`src/rtl/adder_seq_ctrl_if.sv`:
```
// adder_seq_ctrl_if: requester, shared-adder and response signals of adder_seq_ctrl.
// The subtract-select inputs exist only when ADDER_SEQ_SUB_EN is defined.
interface adder_seq_ctrl_if #(
    parameter int NBYTES = 4
);
    localparam int W = 8 * NBYTES;

    logic         req0_valid;
    logic         req0_ready;
    logic [W-1:0] req0_a;
    logic [W-1:0] req0_b;
    logic         req0_cin;
    logic         req1_valid;
    logic         req1_ready;
    logic [W-1:0] req1_a;
    logic [W-1:0] req1_b;
    logic         req1_cin;
`ifdef ADDER_SEQ_SUB_EN
    logic         req0_sub;
    logic         req1_sub;
`endif
    logic [7:0]   add_x;
    logic [7:0]   add_y;
    logic         add_c0;
    logic [7:0]   add_s;
    logic         add_c8;
    logic         rsp_valid;
    logic         rsp_id;
    logic [W-1:0] rsp_sum;
    logic         rsp_cout;
    logic         busy;

    modport master (
`ifdef ADDER_SEQ_SUB_EN
        output req0_sub, req1_sub,
`endif
        output req0_valid, req0_a, req0_b, req0_cin,
        output req1_valid, req1_a, req1_b, req1_cin,
        input  req0_ready, req1_ready,
        input  add_x, add_y, add_c0,
        output add_s, add_c8,
        input  rsp_valid, rsp_id, rsp_sum, rsp_cout, busy
    );

    modport slave (
`ifdef ADDER_SEQ_SUB_EN
        input  req0_sub, req1_sub,
`endif
        input  req0_valid, req0_a, req0_b, req0_cin,
        input  req1_valid, req1_a, req1_b, req1_cin,
        output req0_ready, req1_ready,
        output add_x, add_y, add_c0,
        input  add_s, add_c8,
        output rsp_valid, rsp_id, rsp_sum, rsp_cout, busy
    );
endinterface

```
`src/rtl/adder_seq_ctrl.sv`:
```
// adder_seq_ctrl: round-robin arbiter for two requesters feeding a W-bit add that is
// computed one byte per cycle on a shared external 8-bit adder (IDLE -> RUN x NBYTES -> DONE).
// Defining ADDER_SEQ_SUB_EN adds per-request subtract select (a + ~b + 1).
module adder_seq_ctrl #(
    parameter int NBYTES = 4
) (
    input logic             clk,
    input logic             rst_n,
    adder_seq_ctrl_if.slave bus
);
    localparam int W  = 8 * NBYTES;
    localparam int KW = $clog2(NBYTES);
    localparam logic [KW-1:0] K_LAST = KW'(NBYTES - 1);

    typedef enum logic [1:0] {IDLE, RUN, DONE} state_t;

    state_t        state_q, state_d;
    logic          last_q, last_d;
    logic [KW-1:0] k_q, k_d;
    logic          carry_q, carry_d;
    logic          cin_q, cin_d;
    logic          id_q, id_d;
    logic [W-1:0]  a_q, a_d;
    logic [W-1:0]  b_q, b_d;
    logic [W-1:0]  acc_q, acc_d;
    logic [W-1:0]  rsp_sum_q, rsp_sum_d;
    logic          rsp_cout_q, rsp_cout_d;
    logic          rsp_id_q, rsp_id_d;
`ifdef ADDER_SEQ_SUB_EN
    logic          sub_q, sub_d;
`endif
    logic          gnt0, gnt1;
    logic          run;
    logic          sub_op;
    logic [7:0]    a_byte, b_byte;

    // Grant one requester in IDLE (ties go to the one not served last) and drive the adder lane for byte k during RUN
    always_comb begin
`ifdef ADDER_SEQ_SUB_EN
        sub_op = sub_q;
`else
        sub_op = 1'b0;
`endif
        run            = state_q == RUN;
        gnt0           = rst_n && state_q == IDLE && bus.req0_valid && (!bus.req1_valid || last_q);
        gnt1           = rst_n && state_q == IDLE && bus.req1_valid && (!bus.req0_valid || !last_q);
        a_byte         = a_q[{k_q, 3'b000} +: 8];
        b_byte         = b_q[{k_q, 3'b000} +: 8];
        bus.req0_ready = gnt0;
        bus.req1_ready = gnt1;
        bus.add_x      = run ? a_byte : 8'h00;
        bus.add_y      = run ? (sub_op ? ~b_byte : b_byte) : 8'h00;
        bus.add_c0     = run && (k_q == '0 ? (sub_op || cin_q) : carry_q);
        bus.busy       = state_q != IDLE;
        bus.rsp_valid  = state_q == DONE;
        bus.rsp_id     = rsp_id_q;
        bus.rsp_sum    = rsp_sum_q;
        bus.rsp_cout   = rsp_cout_q;
    end

    // Next state: latch the granted operation, accumulate one sum byte per RUN beat, publish the result on the last beat
    always_comb begin
        state_d    = state_q;
        last_d     = last_q;
        k_d        = k_q;
        carry_d    = carry_q;
        cin_d      = cin_q;
        id_d       = id_q;
        a_d        = a_q;
        b_d        = b_q;
        acc_d      = acc_q;
        rsp_sum_d  = rsp_sum_q;
        rsp_cout_d = rsp_cout_q;
        rsp_id_d   = rsp_id_q;
`ifdef ADDER_SEQ_SUB_EN
        sub_d      = sub_q;
`endif
        case (state_q)
            IDLE: begin
                if (gnt0 || gnt1) begin
                    a_d     = gnt1 ? bus.req1_a : bus.req0_a;
                    b_d     = gnt1 ? bus.req1_b : bus.req0_b;
                    cin_d   = gnt1 ? bus.req1_cin : bus.req0_cin;
`ifdef ADDER_SEQ_SUB_EN
                    sub_d   = gnt1 ? bus.req1_sub : bus.req0_sub;
`endif
                    id_d    = gnt1;
                    last_d  = gnt1;
                    k_d     = '0;
                    state_d = RUN;
                end
            end
            RUN: begin
                acc_d[{k_q, 3'b000} +: 8] = bus.add_s;
                carry_d = bus.add_c8;
                k_d     = k_q + 1'b1;
                if (k_q == K_LAST) begin
                    rsp_sum_d  = acc_d;
                    rsp_cout_d = bus.add_c8;
                    rsp_id_d   = id_q;
                    state_d    = DONE;
                end
            end
            DONE: state_d = IDLE;
            default: state_d = IDLE;
        endcase
    end

    // State registers with synchronous active-low reset; reset aborts any operation in flight
    always_ff @(posedge clk) begin
        if (!rst_n) begin
            state_q    <= IDLE;
            last_q     <= 1'b1;
            k_q        <= '0;
            carry_q    <= 1'b0;
            cin_q      <= 1'b0;
            id_q       <= 1'b0;
            a_q        <= '0;
            b_q        <= '0;
            acc_q      <= '0;
            rsp_sum_q  <= '0;
            rsp_cout_q <= 1'b0;
            rsp_id_q   <= 1'b0;
`ifdef ADDER_SEQ_SUB_EN
            sub_q      <= 1'b0;
`endif
        end else begin
            state_q    <= state_d;
            last_q     <= last_d;
            k_q        <= k_d;
            carry_q    <= carry_d;
            cin_q      <= cin_d;
            id_q       <= id_d;
            a_q        <= a_d;
            b_q        <= b_d;
            acc_q      <= acc_d;
            rsp_sum_q  <= rsp_sum_d;
            rsp_cout_q <= rsp_cout_d;
            rsp_id_q   <= rsp_id_d;
`ifdef ADDER_SEQ_SUB_EN
            sub_q      <= sub_d;
`endif
        end
    end
endmodule

```
`src/flat_wrapper.sv`:
```
// flat-port wrapper written by rule: the top's interface ports become plain ports
module adder_seq_ctrl_flat 
#(
    parameter int NBYTES = 4
)
  (clk, rst_n, bus_req0_valid, bus_req0_a, bus_req0_b, bus_req0_cin, bus_req1_valid, bus_req1_a, bus_req1_b, bus_req1_cin, bus_req0_ready, bus_req1_ready, bus_add_x, bus_add_y, bus_add_c0, bus_add_s, bus_add_c8, bus_rsp_valid, bus_rsp_id, bus_rsp_sum, bus_rsp_cout, bus_busy);
  adder_seq_ctrl_if #(.NBYTES(NBYTES)) bus_i ();
  input logic clk;
  input logic rst_n;
  input wire logic [$bits(bus_i.req0_valid)-1:0] bus_req0_valid;
  input wire logic [$bits(bus_i.req0_a)-1:0] bus_req0_a;
  input wire logic [$bits(bus_i.req0_b)-1:0] bus_req0_b;
  input wire logic [$bits(bus_i.req0_cin)-1:0] bus_req0_cin;
  input wire logic [$bits(bus_i.req1_valid)-1:0] bus_req1_valid;
  input wire logic [$bits(bus_i.req1_a)-1:0] bus_req1_a;
  input wire logic [$bits(bus_i.req1_b)-1:0] bus_req1_b;
  input wire logic [$bits(bus_i.req1_cin)-1:0] bus_req1_cin;
  output wire logic [$bits(bus_i.req0_ready)-1:0] bus_req0_ready;
  output wire logic [$bits(bus_i.req1_ready)-1:0] bus_req1_ready;
  output wire logic [$bits(bus_i.add_x)-1:0] bus_add_x;
  output wire logic [$bits(bus_i.add_y)-1:0] bus_add_y;
  output wire logic [$bits(bus_i.add_c0)-1:0] bus_add_c0;
  input wire logic [$bits(bus_i.add_s)-1:0] bus_add_s;
  input wire logic [$bits(bus_i.add_c8)-1:0] bus_add_c8;
  output wire logic [$bits(bus_i.rsp_valid)-1:0] bus_rsp_valid;
  output wire logic [$bits(bus_i.rsp_id)-1:0] bus_rsp_id;
  output wire logic [$bits(bus_i.rsp_sum)-1:0] bus_rsp_sum;
  output wire logic [$bits(bus_i.rsp_cout)-1:0] bus_rsp_cout;
  output wire logic [$bits(bus_i.busy)-1:0] bus_busy;
  assign bus_i.req0_valid = bus_req0_valid;
  assign bus_i.req0_a = bus_req0_a;
  assign bus_i.req0_b = bus_req0_b;
  assign bus_i.req0_cin = bus_req0_cin;
  assign bus_i.req1_valid = bus_req1_valid;
  assign bus_i.req1_a = bus_req1_a;
  assign bus_i.req1_b = bus_req1_b;
  assign bus_i.req1_cin = bus_req1_cin;
  assign bus_req0_ready = bus_i.req0_ready;
  assign bus_req1_ready = bus_i.req1_ready;
  assign bus_add_x = bus_i.add_x;
  assign bus_add_y = bus_i.add_y;
  assign bus_add_c0 = bus_i.add_c0;
  assign bus_i.add_s = bus_add_s;
  assign bus_i.add_c8 = bus_add_c8;
  assign bus_rsp_valid = bus_i.rsp_valid;
  assign bus_rsp_id = bus_i.rsp_id;
  assign bus_rsp_sum = bus_i.rsp_sum;
  assign bus_rsp_cout = bus_i.rsp_cout;
  assign bus_busy = bus_i.busy;
  adder_seq_ctrl #(.NBYTES(NBYTES)) u_core (.clk(clk), .rst_n(rst_n), .bus(bus_i));
endmodule
```
`config.mk`:
```
export PLATFORM = sky130hd
export DESIGN_NAME = adder_seq_ctrl_flat
export DESIGN_NICKNAME = d
export VERILOG_FILES = /design/src/rtl/adder_seq_ctrl_if.sv /design/src/rtl/adder_seq_ctrl.sv /design/src/flat_wrapper.sv
export SDC_FILE = /design/constraint.sdc
export NUM_CORES = 1
export LEC_CHECK = 0
export BUFFER_PORTS_ARGS = -buffer_cell sky130_fd_sc_hd__buf_2
export CAP_MARGIN = 25
export CORE_UTILIZATION = 35
export DETAILED_ROUTE_END_ITERATION = 8
export GPL_TIMING_DRIVEN = 0
export PLACE_DENSITY_LB_ADDON = 0.08
export SLEW_MARGIN = 25
export SYNTH_ARGS = -nofsm -noshare
export SYNTH_HDL_FRONTEND = slang
export SYNTH_SLANG_ARGS = --single-unit
```
`constraint.sdc`:
```
create_clock -name clk -period 3.46 [get_ports clk]
set_input_delay 0.346 -clock clk [delete_from_list [all_inputs] [get_ports clk]]
set_output_delay 0.346 -clock clk [all_outputs]
set_load 0.005 [all_outputs]
```
==> impl_metrics.py, run 1 <==
metrics = {
    "yosys": {
        "syn_area_per_cell_um2": 8.68,
        "synth_cells": 761,
        "seq_area_frac_synth_pct": 41.8,
        "yosysUniqueCellTypes": 44,
        "netlist_area_mm2": 0.00660,
        "syn-num-nets": 910,
        "synth-main-ff-cell": "dfxtp_1",
        "async_reset_ff_share_pct": 0,
        "synth_edf_count": 0,
        "synth-seq-cells": 138,
        "yosysWarnings": 0,
    },
    "final_layout": {
        "diodes": 0,
        "nets": 1126,
        "finalNonFillerCells": 1218,
        "final_cell_mix": "buf_2 (217), dfxtp_1 (138), o21ai_0 (105)",
        "final_common_cell": "buf_2",
        "area_delta_synth_final_pct": 29.3,
        "drive_above_1_share_pct": 28.4,
        "fin_util_pct": 46.9,
    },
    "setup_path": {
        "arrival_ps": 3350,
        "required_ps": 3820,
        "crit_type": "register to register",
        "crit_family": "buffers and inverters",
        "crit_buf_inv": 5,
        "cp_common_cell": "clkbuf_1",
        "cp_slowest_cell": "clkbuf_1",
        "crit_path_cell_trace": "clkbuf_1 -> clkbuf_2 -> inv_1 -> ha_1 -> nor4bb_1 -> clkbuf_1 -> buf_2 -> a32oi_1 -> nor2_1",
        "max_stage_delay_ps": 410,
        "crit_fanout": 10,
        "end_kind": "register",
        "cp-start-kind": "register",
    },
    "global_routing": {
        "grt_pass1_vias": 6586,
        "grt_usage_pct": 23.7,
        "overflow": 0,
        "antenna_found_initial": 1,
        "grt_pass1_wl_mm": 35.4,
        "grt_max_degree": 17,
    },
    "floorplanning": {
        "rows": 49,
        "die_h_um": 139,
        "initial_core_util_pct": 36.3,
        "io_pins": 198,
        "die_area_mm2": 0.0194,
        "core_mm2": 0.0182,
        "die_x_um": 139,
    },
    "timing": {
        "finalSetupViolCount": 0,
        "period_share_pct": 86.3,
        "rsz0062_at_grt": "false",
        "period_minus_slack_ps": 2990,
        "relSlewSlack_pct": 54.4,
        "skew_ps": 6.96,
        "tightest_slew_ps": 681,
        "hold_violations": 0,
        "slew_viol_final": 0,
        "setup_tns_ps": 0,
        "fmax_mhz": 335,
    },
    "worst_hold_path": {
        "hold_class": "input pin to register",
    },
    "cts": {
        "clk_latency_ps": 430,
        "cts_root_buf": "clkbuf_16",
        "cts_max_level": 4,
        "cts_tree": "built",
        "cts_buffer_depth": 2,
        "cts_buffers": 17,
        "path_clk_slew_ps": 60,
        "clock-sinks": 138,
    },
    "pwr": {
        "switching_share_pct": 26.2,
        "p_switching_w": 0.00115,
        "pwr-share-seq_pct": 39.6,
        "power_frac_comb_pct": 14.4,
        "p_int_w": 0.00323,
        "p_per_area_mw_per_mm2": 513,
        "p_leak_nw": 3.36,
        "ir_drop_mv": 0.323,
        "clkPwrFrac_pct": 46.1,
        "power_w": 0.00438,
    },
    "drt": {
        "drc": 0,
        "first_pass_iters": 5,
        "ant_nets": 0,
        "wl_mm": 23.2,
        "post_drt_wl_per_cell_um": 19.0,
        "dr_total_vias": 6824,
        "vias_per_cell": 5.60,
        "drt_iter0_markers": 402,
    },
    "placed_design": {
        "port-buffer-count": 197,
        "dp.cells": 1187,
        "gp_congestion": 0.860,
        "dp_hpwl_mm": 17.2,
    },
    "run_status": {
        "outcome": "finished, final reports clean",
    },
    "run": {
        "max_cap_violations": 0,
    },
}
power by group through the flow:
stage	sequential [W]	combinational [W]	clock, W
2_1_floorplan	0.00174	0.000393	0
6_report	0.00173	0.000629	0.00202
4_1_cts	0.00173	0.000628	0.00204
3_5_place_dp	0.00177	0.000624	0
5_1_grt	0.00174	0.000692	0.00210
3_3_place_gp	0.00176	0.000626	0
flip-flops by register name (all words and copies together) (netlist names):
| register | cells |
|---|---|
| u_core.cin_q | 1 |
| u_core.id_q | 1 |
| u_core.last_q | 1 |
| u_core.b_q | 32 |
| u_core.bus.rsp_id | 1 |
| u_core.bus.rsp_sum | 32 |
| u_core.acc_q | 32 |
| u_core.k_q | 2 |
| u_core.state_q | 2 |
| u_core.carry_q | 1 |
| u_core.a_q | 32 |
| u_core.bus.rsp_cout | 1 |
layout make-up:
type                            count  area [um2]
Clock inverter                      9         160
Buffer                             88         402
Clock buffer                       22         494
Timing Repair Buffer              197         986
Fill cell                        1841        9670
Tap cell                          229         287
Sequential cell                   138        2760
Multi-Input combinational cell    528        3420
Inverter                            7        26.3
routing by layer:
layer  up-vias  global-route usage [%]  wire length (um)
met5         -                       0                 0
met1      3222                    30.9             10500
met4         0                    8.01               534
li1       3352                       -                 -
met2       214                    38.4             10800
met3        36                    5.47              1250
per-stage QoR:
| stage | hold WS, ps | setup slack (ps) | cell area [um2] |
|---|---|---|---|
| 2_1_floorplan | 432 | 941 | 6600 |
| 3_3_place_gp | 452 | 12.2 | 7880 |
| 3_5_place_dp | 453 | -64.2 | 7880 |
| 4_1_cts | 171 | 223 | 8540 |
| 5_1_grt | 183 | 245 | 8540 |
| 6_report | 189 | 475 | 8540 |
worst reg2reg max path, cell delays in order, from the launching register on:
cell and delay, ps:
dfxtp_1 400, clkbuf_1 410, clkbuf_2 400, inv_1 130, ha_1 400, nor4bb_1 330
clkbuf_1 330, buf_2 280, a32oi_1 120, nor2_1 120
worst paths after layout:
kind                                       start                   to  slack, ps  cells after the start
worst max-delay path               u_core.k_q[1]      u_core.acc_q[5]        470                      9
worst min-delay path                  bus_add_c8  u_core.bus.rsp_cout        190                      3
worst max register to register     u_core.k_q[1]      u_core.acc_q[5]        470                      9
worst min register to register  u_core.acc_q[20]     u_core.acc_q[20]        460                      2
kinds of logic after synthesis:
| group | synth area share [%] |
|---|---|
| AND/OR/NAND/NOR | 13.5 |
| buffers and inverters | 6.46 |
| multiplexers | 5.61 |
| adder cells (fa/ha/maj) | 1.14 |
| AO/OA/AOI/OAI | 31.5 |
| flip-flops | 41.8 |
synth_stat cells, drive strengths merged (18+ instances only):
cell type	count	share of area, %
a311oi	65	8.6
a21oi	100	7.6
nand3	69	5.3
o21ai	105	8.0
clkbuf	55	3.1
and2	18	1.7
nor2	25	1.5
buf	33	2.9
dfxtp	138	42
nand2	33	1.9
timing repair:
item                       CTS  global route
setup buffers                0             0
hold buffers                 0             0
setup endpoints to repair    8             6
resized for setup            1             2
pin swaps                    0             0
Power figures use the tool's default switching activity.
==> run 2, diff against run 1 <==
--- a/config.mk
+++ b/config.mk
@@ -8,6 +8,7 @@
 export BUFFER_PORTS_ARGS = -buffer_cell sky130_fd_sc_hd__buf_2
 export CAP_MARGIN = 25
 export CORE_UTILIZATION = 35
+export CTS_BUF_LIST = sky130_fd_sc_hd__clkbuf_16
 export DETAILED_ROUTE_END_ITERATION = 8
 export GPL_TIMING_DRIVEN = 0
 export PLACE_DENSITY_LB_ADDON = 0.08
==> run 2 against run 1 <==
Against the previous run: sequential cell count unchanged; maximum frequency down 0.14%; critical path type unchanged; sequential share of layout area up 0.19 points; critical path depth unchanged; first-iteration DRC count up 4.0%; highest routed layer unchanged; non-clock buffer count unchanged; clock power down 5%; global-route usage up 0.10 points; sequential power about the same; power down 2.5%; count of clock-buffer cells in the layout down 5.
==> impl_metrics.py, run 2 (synthesized netlist as in run 1, its figures left out) <==
metrics = {
    "run_status": {
        "outcome": "finished, final reports clean",
    },
    "timing": {
        "hold_violations": 0,
        "tightest_slew_ps": 686,
        "finalSetupViolCount": 0,
        "relSlewSlack_pct": 54.1,
        "period_share_pct": 86.4,
        "setup_tns_ps": 0,
        "slew_viol_final": 0,
        "rsz0062_at_grt": "false",
        "period_minus_slack_ps": 2990,
        "skew_ps": 6.15,
        "fmax_mhz": 335,
    },
    "run": {
        "max_cap_violations": 0,
    },
    "worst_hold_path": {
        "min_path_cells": 3,
        "hold_start": "bus_add_c8",
        "hold_class": "input pin to register",
        "hold_end": "u_core.bus.rsp_cout",
    },
    "final_layout": {
        "diodes": 0,
        "final_common_cell": "buf_2",
        "final_cell_mix": "buf_2 (217), dfxtp_1 (138), o21ai_0 (105)",
        "nets": 1126,
        "area_delta_synth_final_pct": 28.6,
        "drive_above_1_share_pct": 27.9,
        "stdcell_area_mm2": 0.00849,
    },
    "floorplanning": {
        "die_area_mm2": 0.0194,
        "initial_core_util_pct": 36.3,
        "core_mm2": 0.0182,
        "io_pins": 198,
        "die_h_um": 139,
        "die_x_um": 139,
        "rows": 49,
    },
    "drt": {
        "drc": 0,
        "ant_nets": 0,
        "first_pass_iters": 5,
        "dr_total_vias": 6843,
        "drt_iter0_markers": 418,
        "wl_mm": 23.2,
        "post_drt_wl_per_cell_um": 19.1,
        "vias_per_cell": 5.62,
    },
    "global_routing": {
        "grt_usage_pct": 23.8,
        "antenna_found_initial": 1,
        "grt_pass1_vias": 6605,
        "grt_pass1_wl_mm": 35.5,
        "grt_max_degree": 17,
        "overflow": 0,
    },
    "pwr": {
        "ir_drop_mv": 0.324,
        "p_leak_nw": 3.33,
        "p_per_area_mw_per_mm2": 503,
        "power_frac_comb_pct": 14.7,
        "switching_share_pct": 27.0,
        "p_switching_w": 0.00115,
        "p_int_w": 0.00312,
        "clkPwrFrac_pct": 44.7,
        "power_w": 0.00427,
        "pwr-share-seq_pct": 40.6,
    },
    "cts": {
        "cts_hold_buf": 0,
        "path_clk_slew_ps": 60,
        "cts_root_buf": "clkbuf_16",
        "cts_buffers": 17,
        "cts_tree": "built",
        "clock-sinks": 138,
        "cts_buffer_depth": 2,
        "cts_max_level": 4,
        "clk_latency_ps": 430,
    },
    "setup_path": {
        "end_kind": "register",
        "reg2reg_depth": 9,
        "r2r-start": "u_core.k_q[1]",
        "r2r_slack_ps": 470,
        "crit_fanout": 10,
        "required_ps": 3820,
        "arrival_ps": 3350,
        "crit_type": "register to register",
        "timing.rr.end": "u_core.acc_q[5]",
        "cp-start-kind": "register",
    },
    "placed_design": {
        "place_area_mm2": 0.00788,
        "gp_congestion": 0.860,
        "dp_hpwl_mm": 17.2,
        "port-buffer-count": 197,
    },
}
run 2: how the worst max path moves through the flow:
stage	from	end	slack [ps]	cells past startpoint
global placement	u_core.k_q[1]	u_core.acc_q[18]	10	7
finish	u_core.k_q[1]	u_core.acc_q[5]	470	9
detailed placement	u_core.k_q[1]	u_core.acc_q[18]	-60	7
global route	u_core.k_q[1]	u_core.acc_q[7]	210	9
CTS	u_core.k_q[1]	u_core.acc_q[6]	210	9
floorplan	u_core.k_q[1]	u_core.acc_q[18]	940	8
run 2: per-stage QoR:
step                      utilization [%]  std cells  hold WS [ps]  worst slack [ps]
final                                46.6       1218           181               471
after global routing                 46.6       1218           182               209
after CTS                            46.6       1218           172               210
after detailed placement             43.2       1187           453             -64.2
after global placement               43.2       1187           452              12.2
after floorplan                         -        761           432               941
run 2: power groups by stage:
stage / Sequential [W] / Combinational, W / Clock [W]
2_1_floorplan: 0.00174 / 0.000393 / 0
3_3_place_gp: 0.00176 / 0.000626 / 0
3_5_place_dp: 0.00177 / 0.000624 / 0
4_1_cts: 0.00173 / 0.000629 / 0.00193
5_1_grt: 0.00174 / 0.000693 / 0.00199
6_report: 0.00173 / 0.000630 / 0.00191
run 2: per-layer routing:
| metal | vias up | track usage [%] | part of all wire (%) |
|---|---|---|---|
| li1 | 3347 | - | - |
| met1 | 3222 | 30.9 | 45 |
| met2 | 236 | 38.6 | 47 |
| met3 | 38 | 5.37 | 5.5 |
| met4 | 0 | 8.36 | 2.3 |
| met5 | - | 0 | 0 |
run 2: layout make-up:
type,count,area [um2]
well taps,229,287
plain buffers,88,402
clock buffers,17,425
repair buffers,197,986
clock inverters,14,179
multi-input cells,528,3420
flip-flops and latches,138,2760
fillers,1847,9720
inverters,7,26.3
run 2: critical path, stage by stage, from the launching register on:
cell,delay (ps)
dfxtp_1,390
clkbuf_1,410
clkbuf_2,400
inv_1,130
ha_1,390
nor4bb_1,330
clkbuf_1,340
buf_2,280
a32oi_1,120
nor2_1,120
run 2: repair_timing:
action                     CTS  global route
pin swaps                    0             0
hold endpoints to repair     0             0
setup buffers                0             0
setup endpoints to repair    8            13
resized for setup            1             2
==> run 3, diff against run 2 <==
--- a/config.mk
+++ b/config.mk
@@ -5,13 +5,15 @@
 export SDC_FILE = /design/constraint.sdc
 export NUM_CORES = 1
 export LEC_CHECK = 0
+export ABC_AREA = 1
 export BUFFER_PORTS_ARGS = -buffer_cell sky130_fd_sc_hd__buf_2
 export CAP_MARGIN = 25
-export CORE_UTILIZATION = 35
+export CORE_UTILIZATION = 50
 export CTS_BUF_LIST = sky130_fd_sc_hd__clkbuf_16
 export DETAILED_ROUTE_END_ITERATION = 8
 export GPL_TIMING_DRIVEN = 0
 export PLACE_DENSITY_LB_ADDON = 0.08
+export RECOVER_POWER = 25
 export SLEW_MARGIN = 25
 export SYNTH_ARGS = -nofsm -noshare
 export SYNTH_HDL_FRONTEND = slang
==> run 3 against run 2 <==
Against the previous run: maximum frequency decreased by 6.5%; clock skew is essentially flat; via count up 11%; area after synthesis rose by 11%; cell area increased by 5.6%; sequential power barely moved; first-iteration DRC count rose by 49%; sequential cell count did not move; setup slack lost 210 ps; die area down 22%; power down 5.1%.
==> impl_metrics.py, run 3 <==
metrics = {
    "run_status": {
        "outcome": "finished, final reports clean",
    },
    "final_layout": {
        "nets": 1458,
        "final_cell_mix": "nand2_1 (205), buf_2 (194), inv_1 (169)",
        "drive_above_1_share_pct": 18.2,
        "area_delta_synth_final_pct": 22.6,
        "fin_util_pct": 63.6,
        "fill_cells": 1374,
        "final_common_cell": "nand2_1",
        "diodes": 0,
    },
    "cts": {
        "cts_hold_buf": 0,
        "cts_buffers": 17,
        "clk_latency_ps": 420,
        "cts_tree": "built",
        "cts_max_level": 4,
        "clock-sinks": 138,
        "cts_root_buf": "clkbuf_16",
        "cts_buffer_depth": 2,
        "path_clk_slew_ps": 60,
    },
    "yosys": {
        "synth_cells": 1095,
        "yosys-top-cells-count": "nand2_1 (204), inv_1 (166), dfxtp_1 (138)",
        "syn_area_per_cell_um2": 6.68,
        "synth-main-ff-cell": "dfxtp_1",
        "synth_edf_count": 0,
        "synth_top_area_share_pct": 37.8,
        "yosysTopAreaCell": "dfxtp_1",
        "yosysUniqueCellTypes": 27,
        "yosys-top-cells-area": "dfxtp_1 (38%), nand2_1 (10%), inv_1 (8.5%)",
        "syn-num-nets": 1244,
        "yosysWarnings": 0,
        "synth-seq-cells": 138,
        "seq_area_frac_synth_pct": 37.8,
        "synth_most_common_cell": "nand2_1",
        "netlist_area_mm2": 0.00732,
        "async_reset_ff_share_pct": 0,
    },
    "timing": {
        "period_minus_slack_ps": 3200,
        "fmax_mhz": 313,
        "relSlewSlack_pct": 61.6,
        "setup_tns_ps": 0,
        "slew_viol_final": 0,
        "finalSetupViolCount": 0,
        "tightest_slew_ps": 575,
        "skew_ps": 6.31,
        "hold_violations": 0,
        "period_share_pct": 92.4,
        "rsz0062_at_grt": "false",
    },
    "drt": {
        "first_pass_iters": 5,
        "vias_per_cell": 5.07,
        "post_drt_wl_per_cell_um": 14.1,
        "wl_mm": 21.1,
        "drt_iter0_markers": 624,
        "dr_total_vias": 7621,
        "drc": 0,
        "ant_nets": 0,
    },
    "global_routing": {
        "grt_max_degree": 17,
        "grt_pass1_vias": 6772,
        "antenna_found_initial": 0,
        "grt_pass1_wl_mm": 33.6,
        "grt_usage_pct": 29.2,
        "overflow": 0,
    },
    "floorplanning": {
        "rows": 43,
        "io_pins": 198,
        "die_x_um": 123,
        "core_mm2": 0.0141,
        "die_h_um": 123,
        "die_area_mm2": 0.0151,
        "initial_core_util_pct": 51.9,
    },
    "setup_path": {
        "crit_path_cell_trace": "buf_2 -> clkinv_1 -> buf_1 -> ha_1 -> inv_1 -> nand2_1 -> a21oi_1 -> buf_2",
        "arrival_ps": 2850,
        "max_stage_delay_ps": 380,
        "crit_fanout": 13,
        "end_kind": "output port",
        "cp_slowest_cell": "dfxtp_1",
        "required_ps": 3110,
        "cp_common_cell": "buf_2",
        "cp-start-kind": "register",
        "crit_type": "register to output port",
        "reg2reg_depth": 9,
    },
    "placed_design": {
        "dp_hpwl_mm": 15.9,
        "port-buffer-count": 196,
        "gp_congestion": 0.888,
    },
    "worst_hold_path": {
        "hold_class": "input pin to register",
        "min_path_cells": 3,
    },
    "pwr": {
        "p_leak_nw": 4.48,
        "p_per_area_mw_per_mm2": 452,
        "ir_drop_mv": 0.369,
    },
    "run": {
        "max_cap_violations": 0,
    },
}
[run 3: cell type report]
cell class | count | area (um2) | share of cell area, %
Timing Repair Buffer | 196 | 946 | 10.5
Buffer | 77 | 402 | 4.48
Sequential cell | 138 | 2760 | 30.8
Clock buffer | 17 | 425 | 4.74
Multi-Input combinational cell | 710 | 3480 | 38.8
Inverter | 169 | 634 | 7.07
Clock inverter | 15 | 93.8 | 1.05
Tap cell | 180 | 225 | 2.51
[run 3: power by group]
group | switching (W) | leakage [nW] | total, W | internal (W)
combinational | 0.000443 | 3.08 | 0.000714 | 0.000271
sequential | 0.0000469 | 1.13 | 0.00173 | 0.00168
clock | 0.000656 | 0.269 | 0.00161 | 0.000958
total | 0.00115 | 4.48 | 0.00406 | 0.00291
[run 3: cells by family (layout without fill, tap and decap cells)]
logic type	count (synthesis)	count (layout)	synth area share (%)
compound gates	314	314	24.5
fa+ha+maj	6	6	1.03
buf+inv	247	474	14.3
flops	138	138	37.8
simple gates	390	390	22.4
[run 3: metal layers]
layer  vias to the layer above  wire (um)  global-route usage (%)
li1                       3916          -                       -
met3                        37       1290                    4.61
met1                      3379       9510                    37.8
met4                         0        508                    12.3
met2                       289       9810                    48.2
met5                         -          0                       0
[run 3: worst paths after layout]
path / startpoint / endpoint / slack (ps)
worst min register to register: u_core.b_q[11] / u_core.b_q[11] / 460
worst max register to register: u_core.k_q[1] / u_core.acc_q[8] / 710
worst max-delay path: u_core.k_q[1] / bus_add_c0 / 260
worst min-delay path: bus_add_c8 / u_core.bus.rsp_cout / 160
[run 3: worst max-delay path: cells and delay by family, from the launching register on]
family,cells,cell delay [ps]
buf+inv,5,1370
fa+ha+maj,1,330
flops,1,380
simple gates,1,100
compound gates,1,240
[run 3: repair_timing]
item / in CTS / in global routing
setup endpoints to repair: 0 / 1
resized for setup: 0 / 0
setup buffers: 0 / 0
hold endpoints to repair: 0 / 0
[run 3: through the flow]
stage | instance area [um2] | std cells | worst slack (ps) | total power, W | hold WS, ps
detailed placement | 8520 | 1471 | 528 | 0.00247 | 450
CTS | 9040 | 1503 | 81.3 | 0.00407 | 154
floorplan | 7320 | 1095 | 1350 | 0.00222 | 440
finish | 8970 | 1502 | 264 | 0.00406 | 159
global placement | 8520 | 1471 | 582 | 0.00246 | 449
global route | 8970 | 1502 | 89.7 | 0.00423 | 175
